`src/rtl/mem_quad_sched_pkg.sv`:
```
// Shared definitions for the pseudo quad-port memory scheduler:
// address width derivation, lane state encoding and default sizes.

`ifndef CLOG2
`define CLOG2(x) $clog2(x)
`endif

package mem_quad_sched_pkg;

  // Lane buffer state encoding: a lane either has no deferred write or holds one
  localparam logic LANE_EMPTY_ENC = 1'b0;
  localparam logic LANE_HELD_ENC  = 1'b1;

  typedef enum logic {
    LANE_EMPTY = LANE_EMPTY_ENC,
    LANE_HELD  = LANE_HELD_ENC
  } lane_state_t;

  // Default geometry of the scheduler
  localparam int DEF_WIDTH     = 8;
  localparam int DEF_DEPTH     = 64;
  localparam int DEF_MAX_DEFER = 4;
  localparam int DEF_ADDR_W    = `CLOG2(DEF_DEPTH);

  // Width of the age counter, which must be able to hold MAX_DEFER itself
  function automatic int age_width(input int max_defer);
    return (`CLOG2(max_defer + 1) < 1) ? 1 : `CLOG2(max_defer + 1);
  endfunction

endpackage

```
`src/rtl/mem_quad_sched_lane.sv`:
```
// One scheduler lane: a write stream and a read stream sharing a bank pair.
// A write whose address LSB collides with the read is parked in a one-entry
// buffer; reads to the parked address are served from the buffer, and an age
// counter forces the parked write out after MAX_DEFER deferrals.

module mem_quad_sched_lane
  import mem_quad_sched_pkg::*;
#(
  parameter int WIDTH     = DEF_WIDTH,
  parameter int ADDR_W    = DEF_ADDR_W,
  parameter int MAX_DEFER = DEF_MAX_DEFER
) (
  input  logic              clk,
  input  logic              rst_n,
  input  logic              drain,
  input  logic              wr_valid,
  input  logic [ADDR_W-1:0] wr_addr,
  input  logic [WIDTH-1:0]  wr_data,
  output logic              wr_ready,
  input  logic              rd_valid,
  input  logic [ADDR_W-1:0] rd_addr,
  output logic              rd_ready,
  output logic [WIDTH-1:0]  rd_data,
  output logic              rd_dvalid,
  input  logic [WIDTH-1:0]  mem_q,
  output logic [WIDTH-1:0]  mem_data,
  output logic [ADDR_W-1:0] mem_wraddress,
  output logic              mem_wren,
  output logic [ADDR_W-1:0] mem_rdaddress,
  output logic              mem_rden,
  output logic              empty
);

  localparam int AGE_W = age_width(MAX_DEFER);
  localparam logic [AGE_W-1:0] AGE_MAX = AGE_W'(MAX_DEFER);

  lane_state_t       state, state_next;
  logic [ADDR_W-1:0] buf_addr, buf_addr_next;
  logic [WIDTH-1:0]  buf_data, buf_data_next;
  logic [AGE_W-1:0]  age, age_next;

  logic              held;
  logic              w_present;
  logic [ADDR_W-1:0] w_addr;
  logic [WIDTH-1:0]  w_data;
  logic              conflict;
  logic              force_w;
  logic              issue_w;
  logic              issue_r;
  logic              accept_w;
  logic              capture;
  logic              fwd_hit;

  logic              dvalid_q;
  logic              fwd_hit_q;
  logic [WIDTH-1:0]  fwd_data_q;

  // Buffer state register: parked write, its age and the lane state
  always_ff @(posedge clk) begin
    if (!rst_n) begin
      state    <= LANE_EMPTY;
      buf_addr <= '0;
      buf_data <= '0;
      age      <= '0;
    end else begin
      state    <= state_next;
      buf_addr <= buf_addr_next;
      buf_data <= buf_data_next;
      age      <= age_next;
    end
  end

  // Pick the candidate write, resolve the bank conflict and decide what issues
  always_comb begin
    state_next    = state;
    buf_addr_next = buf_addr;
    buf_data_next = buf_data;
    age_next      = age;

    held      = (state == LANE_HELD);
    w_present = held || wr_valid;
    w_addr    = held ? buf_addr : wr_addr;
    w_data    = held ? buf_data : wr_data;
    conflict  = w_present && rd_valid && (w_addr[0] == rd_addr[0]);
    force_w   = held && ((age == AGE_MAX) || drain);
    issue_w   = w_present && (!conflict || force_w);
    issue_r   = rd_valid && !(conflict && force_w);
    accept_w  = !held || issue_w;
    capture   = wr_valid && accept_w && (held || !issue_w);
    fwd_hit   = held && (buf_addr == rd_addr);

    if (capture) begin
      state_next    = LANE_HELD;
      buf_addr_next = wr_addr;
      buf_data_next = wr_data;
      age_next      = '0;
    end else if (held && issue_w) begin
      state_next = LANE_EMPTY;
      age_next   = '0;
    end else if (held) begin
      age_next = age + AGE_W'(1);
    end

    wr_ready      = rst_n && accept_w;
    rd_ready      = rst_n && !(conflict && force_w);
    mem_wren      = rst_n && issue_w;
    mem_wraddress = (rst_n && issue_w) ? w_addr : '0;
    mem_data      = (rst_n && issue_w) ? w_data : '0;
    mem_rden      = rst_n && issue_r;
    mem_rdaddress = (rst_n && issue_r) ? rd_addr : '0;
    empty         = !held;
  end

  // Read return pipeline: remember whether the issued read hit the parked write
  always_ff @(posedge clk) begin
    if (!rst_n) begin
      dvalid_q   <= 1'b0;
      fwd_hit_q  <= 1'b0;
      fwd_data_q <= '0;
    end else begin
      dvalid_q   <= issue_r;
      fwd_hit_q  <= issue_r && fwd_hit;
      fwd_data_q <= buf_data;
    end
  end

  // Return data comes from the forwarding register on a hit, else from memory
  always_comb begin
    rd_dvalid = dvalid_q;
    rd_data   = '0;
    if (dvalid_q) begin
      rd_data = fwd_hit_q ? fwd_data_q : mem_q;
    end
  end

endmodule

```
`src/rtl/mem_quad_sched.sv`:
```
// Two-lane request scheduler in front of the pseudo quad-port memory.
// Each lane is independent; the top only wires them and reports idle.

module mem_quad_sched
  import mem_quad_sched_pkg::*;
#(
  parameter int WIDTH     = DEF_WIDTH,
  parameter int DEPTH     = DEF_DEPTH,
  parameter int MAX_DEFER = DEF_MAX_DEFER,
  localparam int ADDR_W   = `CLOG2(DEPTH)
) (
  input  logic              clk,
  input  logic              rst_n,
  input  logic              drain,
  output logic              idle,
  input  logic              wr_valid0,
  input  logic              wr_valid1,
  output logic              wr_ready0,
  output logic              wr_ready1,
  input  logic [ADDR_W-1:0] wr_addr0,
  input  logic [ADDR_W-1:0] wr_addr1,
  input  logic [WIDTH-1:0]  wr_data0,
  input  logic [WIDTH-1:0]  wr_data1,
  input  logic              rd_valid0,
  input  logic              rd_valid1,
  output logic              rd_ready0,
  output logic              rd_ready1,
  input  logic [ADDR_W-1:0] rd_addr0,
  input  logic [ADDR_W-1:0] rd_addr1,
  output logic [WIDTH-1:0]  rd_data0,
  output logic [WIDTH-1:0]  rd_data1,
  output logic              rd_dvalid0,
  output logic              rd_dvalid1,
  output logic [WIDTH-1:0]  mem_data0,
  output logic [WIDTH-1:0]  mem_data1,
  output logic [ADDR_W-1:0] mem_wraddress0,
  output logic [ADDR_W-1:0] mem_wraddress1,
  output logic              mem_wren0,
  output logic              mem_wren1,
  output logic [ADDR_W-1:0] mem_rdaddress0,
  output logic [ADDR_W-1:0] mem_rdaddress1,
  output logic              mem_rden0,
  output logic              mem_rden1,
  input  logic [WIDTH-1:0]  mem_q0,
  input  logic [WIDTH-1:0]  mem_q1
);

  logic empty0;
  logic empty1;

  mem_quad_sched_lane #(
    .WIDTH    (WIDTH),
    .ADDR_W   (ADDR_W),
    .MAX_DEFER(MAX_DEFER)
  ) u_lane0 (
    .clk          (clk),
    .rst_n        (rst_n),
    .drain        (drain),
    .wr_valid     (wr_valid0),
    .wr_addr      (wr_addr0),
    .wr_data      (wr_data0),
    .wr_ready     (wr_ready0),
    .rd_valid     (rd_valid0),
    .rd_addr      (rd_addr0),
    .rd_ready     (rd_ready0),
    .rd_data      (rd_data0),
    .rd_dvalid    (rd_dvalid0),
    .mem_q        (mem_q0),
    .mem_data     (mem_data0),
    .mem_wraddress(mem_wraddress0),
    .mem_wren     (mem_wren0),
    .mem_rdaddress(mem_rdaddress0),
    .mem_rden     (mem_rden0),
    .empty        (empty0)
  );

  mem_quad_sched_lane #(
    .WIDTH    (WIDTH),
    .ADDR_W   (ADDR_W),
    .MAX_DEFER(MAX_DEFER)
  ) u_lane1 (
    .clk          (clk),
    .rst_n        (rst_n),
    .drain        (drain),
    .wr_valid     (wr_valid1),
    .wr_addr      (wr_addr1),
    .wr_data      (wr_data1),
    .wr_ready     (wr_ready1),
    .rd_valid     (rd_valid1),
    .rd_addr      (rd_addr1),
    .rd_ready     (rd_ready1),
    .rd_data      (rd_data1),
    .rd_dvalid    (rd_dvalid1),
    .mem_q        (mem_q1),
    .mem_data     (mem_data1),
    .mem_wraddress(mem_wraddress1),
    .mem_wren     (mem_wren1),
    .mem_rdaddress(mem_rdaddress1),
    .mem_rden     (mem_rden1),
    .empty        (empty1)
  );

  // The scheduler is idle once neither lane holds a deferred write
  always_comb begin
    idle = empty0 && empty1;
  end

endmodule

```
`config.mk`:
```
export PLATFORM = sky130hd
export DESIGN_NAME = mem_quad_sched
export DESIGN_NICKNAME = d
export VERILOG_FILES = /design/src/rtl/mem_quad_sched_pkg.sv /design/src/rtl/mem_quad_sched_lane.sv /design/src/rtl/mem_quad_sched.sv
export SDC_FILE = /design/constraint.sdc
export NUM_CORES = 1
export LEC_CHECK = 0
export ABC_AREA = 1
export ABC_CLOCK_PERIOD_IN_PS = 1500
export CAP_MARGIN = 20
export CORE_MARGIN = 2
export CORE_UTILIZATION = 40
export CTS_CLUSTER_SIZE = 14
export DETAILED_ROUTE_END_ITERATION = 8
export GPL_TIMING_DRIVEN = 0
export PLACE_DENSITY_LB_ADDON = 0.25
export RECOVER_POWER = 25
export SLEW_MARGIN = 30
export SYNTH_ARGS = -nofsm -noshare
export SYNTH_HDL_FRONTEND = slang
export SYNTH_HIERARCHICAL = 1
export SYNTH_SLANG_ARGS = --single-unit
export TNS_END_PERCENT = 20
```
`constraint.sdc`:
```
create_clock -name clk -period 1.5 [get_ports clk]
set_clock_uncertainty 0.1 [all_clocks]
set_input_delay 0.225 -clock clk [delete_from_list [all_inputs] [get_ports clk]]
set_output_delay 0.225 -clock clk [all_outputs]
set_load 0.01 [all_outputs]
```
Word-level counts from Yosys, hierarchy flattened
Index checks and enable logic that the tools add are counted. Widths: inputs -> output; s select.

Bits in registers: 56. Output and inout bits: 67.

Add/sub/neg operators: 2. Equality and inequality tests: 6. Muxes and demuxes: 18. Bitwise logic cells: 1. Reduce and logical (&&, ||, !) cells: 53.

Operator list (count): $mux 8 (8); $mux 6 (6); $logic_and 1x1->1 (31); $eq 6x6->1 (2); $logic_or 1x1->1 (10); $logic_not 1->1 (8); $add 3x1->3 const B (2); $eq 3x3->1 const B (2); $reduce_or 3->1 (2); $mux 1 (4); $reduce_bool 2->1 (2); $eq 1x1->1 (2); $not 1->1 (1).

Longest topological paths before layout
Depth in word-level cells: 10. Depth in mapped cells: 11. Gate-level depth less buffers: 9.

Cells and area by module
The synthesis kept the hierarchy.

Modules (own cells, without submodules): mem_quad_sched_lane at u_lane1 (times used 1, cells each 260, area an instance 1686.6 um^2, seq. area each 560.5 um^2); mem_quad_sched_lane at u_lane0 (times used 1, cells each 260, area an instance 1602.8 um^2, seq. area each 560.5 um^2); mem_quad_sched (times used 1, cells each 2, area an instance 7.5 um^2, seq. area each 0.0 um^2).

Least setup slack after synthesis
OpenSTA, ideal clock, no wires.

Path kind: register -> output. Start point: reg u_lane1.age[0]. End point: out mem_rdaddress1[0]. Arrival: 1.383 ns. Slack: -0.208 ns. Cell stages (with the launch flop): 8. Path buffers: 0. Cells stage by stage: dfxtp_1 -> inv_1 -> ha_1 -> a21o_1 -> nand2_1 -> o21a_1 -> nand2_1 -> nor2_1.

Longest elaborated chain between the ends: 8.

Ends and longest elaborated chain: start: declaration (line mem_quad_sched_lane.sv:40) `logic [AGE_W-1:0] age, age_next;`; start signal: assignment (line mem_quad_sched_lane.sv:69) `age <= age_next;`; $eq 3x3->1 (line mem_quad_sched_lane.sv:85) `force_w = held && ((age == AGE_MAX) || drain);`; $logic_or 1x1->1 (line mem_quad_sched_lane.sv:85); $logic_and 1x1->1 (line mem_quad_sched_lane.sv:85); $logic_and 1x1->1 (line mem_quad_sched_lane.sv:87) `issue_r = rd_valid && !(conflict && force_w);`; $logic_not 1->1 (line mem_quad_sched_lane.sv:87); $logic_and 1x1->1 (line mem_quad_sched_lane.sv:87); $logic_and 1x1->1 (line mem_quad_sched_lane.sv:110) `mem_rdaddress = (rst_n && issue_r) ? rd_addr : '0;`; $mux 6 (line mem_quad_sched_lane.sv:110); end: declaration (line mem_quad_sched.sv:41) `output logic [ADDR_W-1:0] mem_rdaddress1,`.

No other way between the ends.

Final worst setup path
Start point: reg u_lane1.state (netlist: u_lane1/held). End point: out mem_data1[4].

Longest elaborated chain between the ends: 8. Elaborated cells on any way between the ends: 12. Those cells by class: eq/ne: 1; mux: 3; reduce/logical: 8.

Ends and longest elaborated chain: start: declaration (line mem_quad_sched_lane.sv:37) `lane_state_t state, state_next;`; start signal: assignment (line mem_quad_sched_lane.sv:66) `state <= state_next;`; $mux 6 or $logic_or 1x1->1 (tied branches) (line mem_quad_sched_lane.sv:82, mem_quad_sched_lane.sv:81); $eq 1x1->1 or $logic_and 1x1->1 (tied branches) (line mem_quad_sched_lane.sv:84) `conflict = w_present && rd_valid && (w_addr[0] == rd_addr[0]);`; $logic_and 1x1->1 (line mem_quad_sched_lane.sv:84); $logic_not 1->1 (line mem_quad_sched_lane.sv:86) `issue_w = w_present && (!conflict || force_w);`; $logic_or 1x1->1 (line mem_quad_sched_lane.sv:86); $logic_and 1x1->1 (line mem_quad_sched_lane.sv:86); $logic_and 1x1->1 (line mem_quad_sched_lane.sv:108) `mem_data = (rst_n && issue_w) ? w_data : '0;`; $mux 8 * (line mem_quad_sched_lane.sv:108); end: declaration (line mem_quad_sched.sv:35) `output logic [WIDTH-1:0] mem_data1,`.

Mark *: on every way between the ends. The rest lies on a longest branch, timed or not.

==> impl_metrics.csv <==
group,metric,value,unit
outcome,outcome,"finished, violations left",
outcome,violations,"negative setup slack",
floorplan,die-area,0.008984,mm²
floorplan,start_util,40.74,%
grt,overflow,0,
yosys,ys_ff_latch,56,
power,p_clk_share,21.7,%
grt,antenna_found_initial,0,
final_layout,final_common_cell,"nor2_1",
critical_path,crit_path_max_fanout,8,
power,p_per_area,672.3,mW/mm²
routing,drtAntennaViolNets,0,
cts,clock_latency,0.31,ns
yosys,netlist_area,0.003297,mm²
timing,post-route-period-util,139.6,%
critical_path,crit_top_cell,"nand2_4",
timing,max_freq,477.5,MHz
routing,drt_iter0_markers,235,
floorplan,placementRows,33,
yosys,yosys_warnings,6,
critical_path,arrival,1.77,ns
timing,rsz0062_at_grt,"true",
grt,grt_start_max_net_pins,19,
final_layout,drive_gt1_share,35.50,%
timing,finalHoldViolCount,0,
floorplan,fp.dieW,94.79,µm
floorplan,dieHeight,94.79,µm
cts,clockRootBuffer,"clkbuf_8",
place,port_buffers,128,
critical_path,reg2regPathDepth,11,
cts,cts_tree,"built",
min_path,worstHoldEndpoint,"u_lane1/buf_addr[2]",
yosys,ys_seq_area_share,34.00,%
timing,min_period,2.094,ns
grt,grt_usage,23.63,%
min_path,hp-start,"rst_n",
final_layout,antenna_cells,0,
final_layout,syn_to_final_growth,73.93,%
timing,worst_pin_slew,0.6145,ns
critical_path,reg2reg_from,"u_lane0/held",
final_layout,nFillCells,659,
yosys,synth.distinct_cells,32,
final_layout,fin_util,70.86,%
power,share_comb_of_total_power,35.4,%
floorplan,ios,130,
cts,cts.path.max_buffers,2,
place,dp.cells,755,
power,p_seq_share,42.9,%
min_path,hold_path_depth,3,
final_layout,final_cell_mix,"nor2_1 (99), inv_1 (67), clkdlybuf4s50_1 (56), nand2_1 (54), buf_6 (48)",
yosys,synth_nets,589,
power,p_sw_share,32.85,%
cts,clkSlewWorstSetupHoldPaths,0.10,ns
grt,grt_pass1_wl,17130,µm
critical_path,rr_endpoint,"u_lane0/buf_addr[0]",
power,internal_power,2.589,mW
grt,grt_pass1_vias,3664,
critical_path,cpPeakStageDelay,0.35,ns
routing,drt_wl_total,11000,µm
timing,setup_viol,91,
cts,htree_levels,2,
floorplan,core_area,0.008093,mm²
final_layout,nets,759,
critical_path,timing.critical_path.cells,"buf_12 > inv_8 > nand2_4 > nand3_4 > nand3_4 > nand2_4 > nand2_4 > nand2_4 > buf_12 > buf_12 > nor2_4 > buf_6",
cts,hold_buffers,0,
cts,cts_inserted_buffers,5,
critical_path,reg2reg_setup_slack,-0.35,ns
run,drv_cap,0,
routing,vias,4010,
cts,clock-sinks,56,
critical_path,endpoint_kind,"primary output",
power,power_switching,1.267,mW
min_path,min-delay-path-class,"primary input to flip-flop",
yosys,avgSynthCellArea,6.316,µm²
place,gp_congestion,0.8578,
critical_path,start_kind,"flip-flop",
final_layout,finalNonFillerCells,798,
power,power.leakage,2.774,nW
routing,dr.pass1.iters,5,
timing,slew_violations,0,
critical_path,path_class,"flip-flop to primary output",
power,peakVddDrop,0.3714,mV
routing,viasPerCell,5.025,
timing,max_slew_margin,59.03,%
routing,drt-wirelength-per-cell,13.78,µm
yosys,synth_cells,522,
critical_path,cp.required,1.17,ns
timing,fin_ws,-0.5943,ns
routing,drc,0,
place,dpl.hpwl,7453,µm
critical_path,crit_slowest_cell,"dfxtp_2",
cell type report:
cell class	instances	area (µm²)	share of cell area (%)
Multi-Input combinational cell	357	2247	39.19
Timing Repair Buffer	163	1518	26.47
Sequential cell	56	1146	19.99
Inverter	81	329.1	5.739
Buffer	28	271.5	4.735
Tap cell	105	131.4	2.291
Clock buffer	5	68.82	1.200
Clock inverter	3	22.52	0.3928
power groups by stage:
stage	clock, mW	combinational, mW	sequential, mW
detailed placement	0	1.13	1.68
floorplan	0	0.667	1.66
global placement	0	1.11	1.68
finish	0.837	1.36	1.66
global route	0.924	1.47	1.67
CTS	0.849	1.28	1.65
worst max-delay path by stage:
stage	cells after the start	slack, ns	to	from
floorplan	10	-0.05	mem_data1[0]	u_lane1/held
global placement	10	-1.00	mem_data0[1]	rd_addr0[0]
detailed placement	10	-1.05	mem_data0[1]	rd_addr0[0]
CTS	12	-0.61	mem_data1[4]	u_lane1/held
global route	12	-0.69	mem_data1[4]	u_lane1/held
finish	12	-0.59	mem_data1[4]	u_lane1/held
cell families after synthesis:
| kind of cell | share of synthesized area (%) |
|---|---|
| AND/OR/NAND/NOR | 32.03 |
| buffers and inverters | 14.34 |
| AO/OA/AOI/OAI | 16.51 |
| flip-flops | 34.00 |
| XOR/XNOR | 1.594 |
| adder cells (fa/ha/maj) | 1.518 |
cells in the mapped netlist (all sizes together):
| cell | number | area, µm² |
|---|---|---|
| dfxtp | 56 | 1121 |
| o22ai | 2 | 12.51 |
| xnor2 | 4 | 35.03 |
| nor3 | 1 | 5.000 |
| nand4 | 2 | 12.51 |
| xor2 | 2 | 17.52 |
| clkbuf | 9 | 33.78 |
| a21o | 2 | 15.01 |
| o21ai | 21 | 105.1 |
| a221oi | 3 | 26.28 |
| a21oi | 59 | 347.8 |
| nand2 | 74 | 280.3 |
| buf | 19 | 127.6 |
| nand3 | 38 | 227.7 |
| o21a | 2 | 15.01 |
| ha | 4 | 50.05 |
| a211oi | 1 | 7.510 |
| a21boi | 2 | 15.01 |
| inv | 81 | 311.5 |
| nor2 | 140 | 530.5 |
state kept, by name, indices dropped and copies added (netlist names):
name                count
u_lane0/held            1
u_lane1/age             3
u_lane1/buf_addr        6
u_lane1/buf_data        8
u_lane0/rd_dvalid       1
u_lane0/age             3
u_lane1/rd_dvalid       1
u_lane0/fwd_data_q      8
u_lane1/held            1
u_lane0/fwd_hit_q       1
u_lane1/fwd_data_q      8
u_lane0/buf_data        8
u_lane1/fwd_hit_q       1
u_lane0/buf_addr        6
critical path, delay by kind of cell, from the launching register on:
kind / cells / cell delay, ns
buffers and inverters: 5 / 0.58
AND/OR/NAND/NOR: 7 / 0.49
flip-flops: 1 / 0.35
stage by stage:
| stage | worst slack [ns] | area, µm² | TNS (ns) | hold slack (ns) | power (mW) |
|---|---|---|---|---|---|
| global placement | -1.003 | 5047 | -63.35 | 0.3296 | 2.789 |
| CTS | -0.6116 | 5578 | -28.93 | 0.2362 | 3.773 |
| finish | -0.5943 | 5734 | -33.81 | 0.2377 | 3.855 |
| global route | -0.6903 | 5734 | -40.73 | 0.2980 | 4.062 |
| floorplan | -0.04710 | 3635 | -0.9175 | 0.2844 | 2.330 |
| detailed placement | -1.046 | 5047 | -65.52 | 0.3337 | 2.813 |
layer usage:
layer	up-vias	track usage, %	wire length (µm)
li1	1964	-	-
met1	1866	30.47	4596
met2	165	40.25	5449
met3	15	4.389	830
met4	0	6.763	124
met5	-	0	0
repair_timing:
item,4_1_cts,5_1_grt
endpoints found under the setup margin,104,104
cloned,1,0
buffers inserted,24,10
gates resized for setup,347,78
pin swaps,15,11
(Power assumes the default switching activity.)
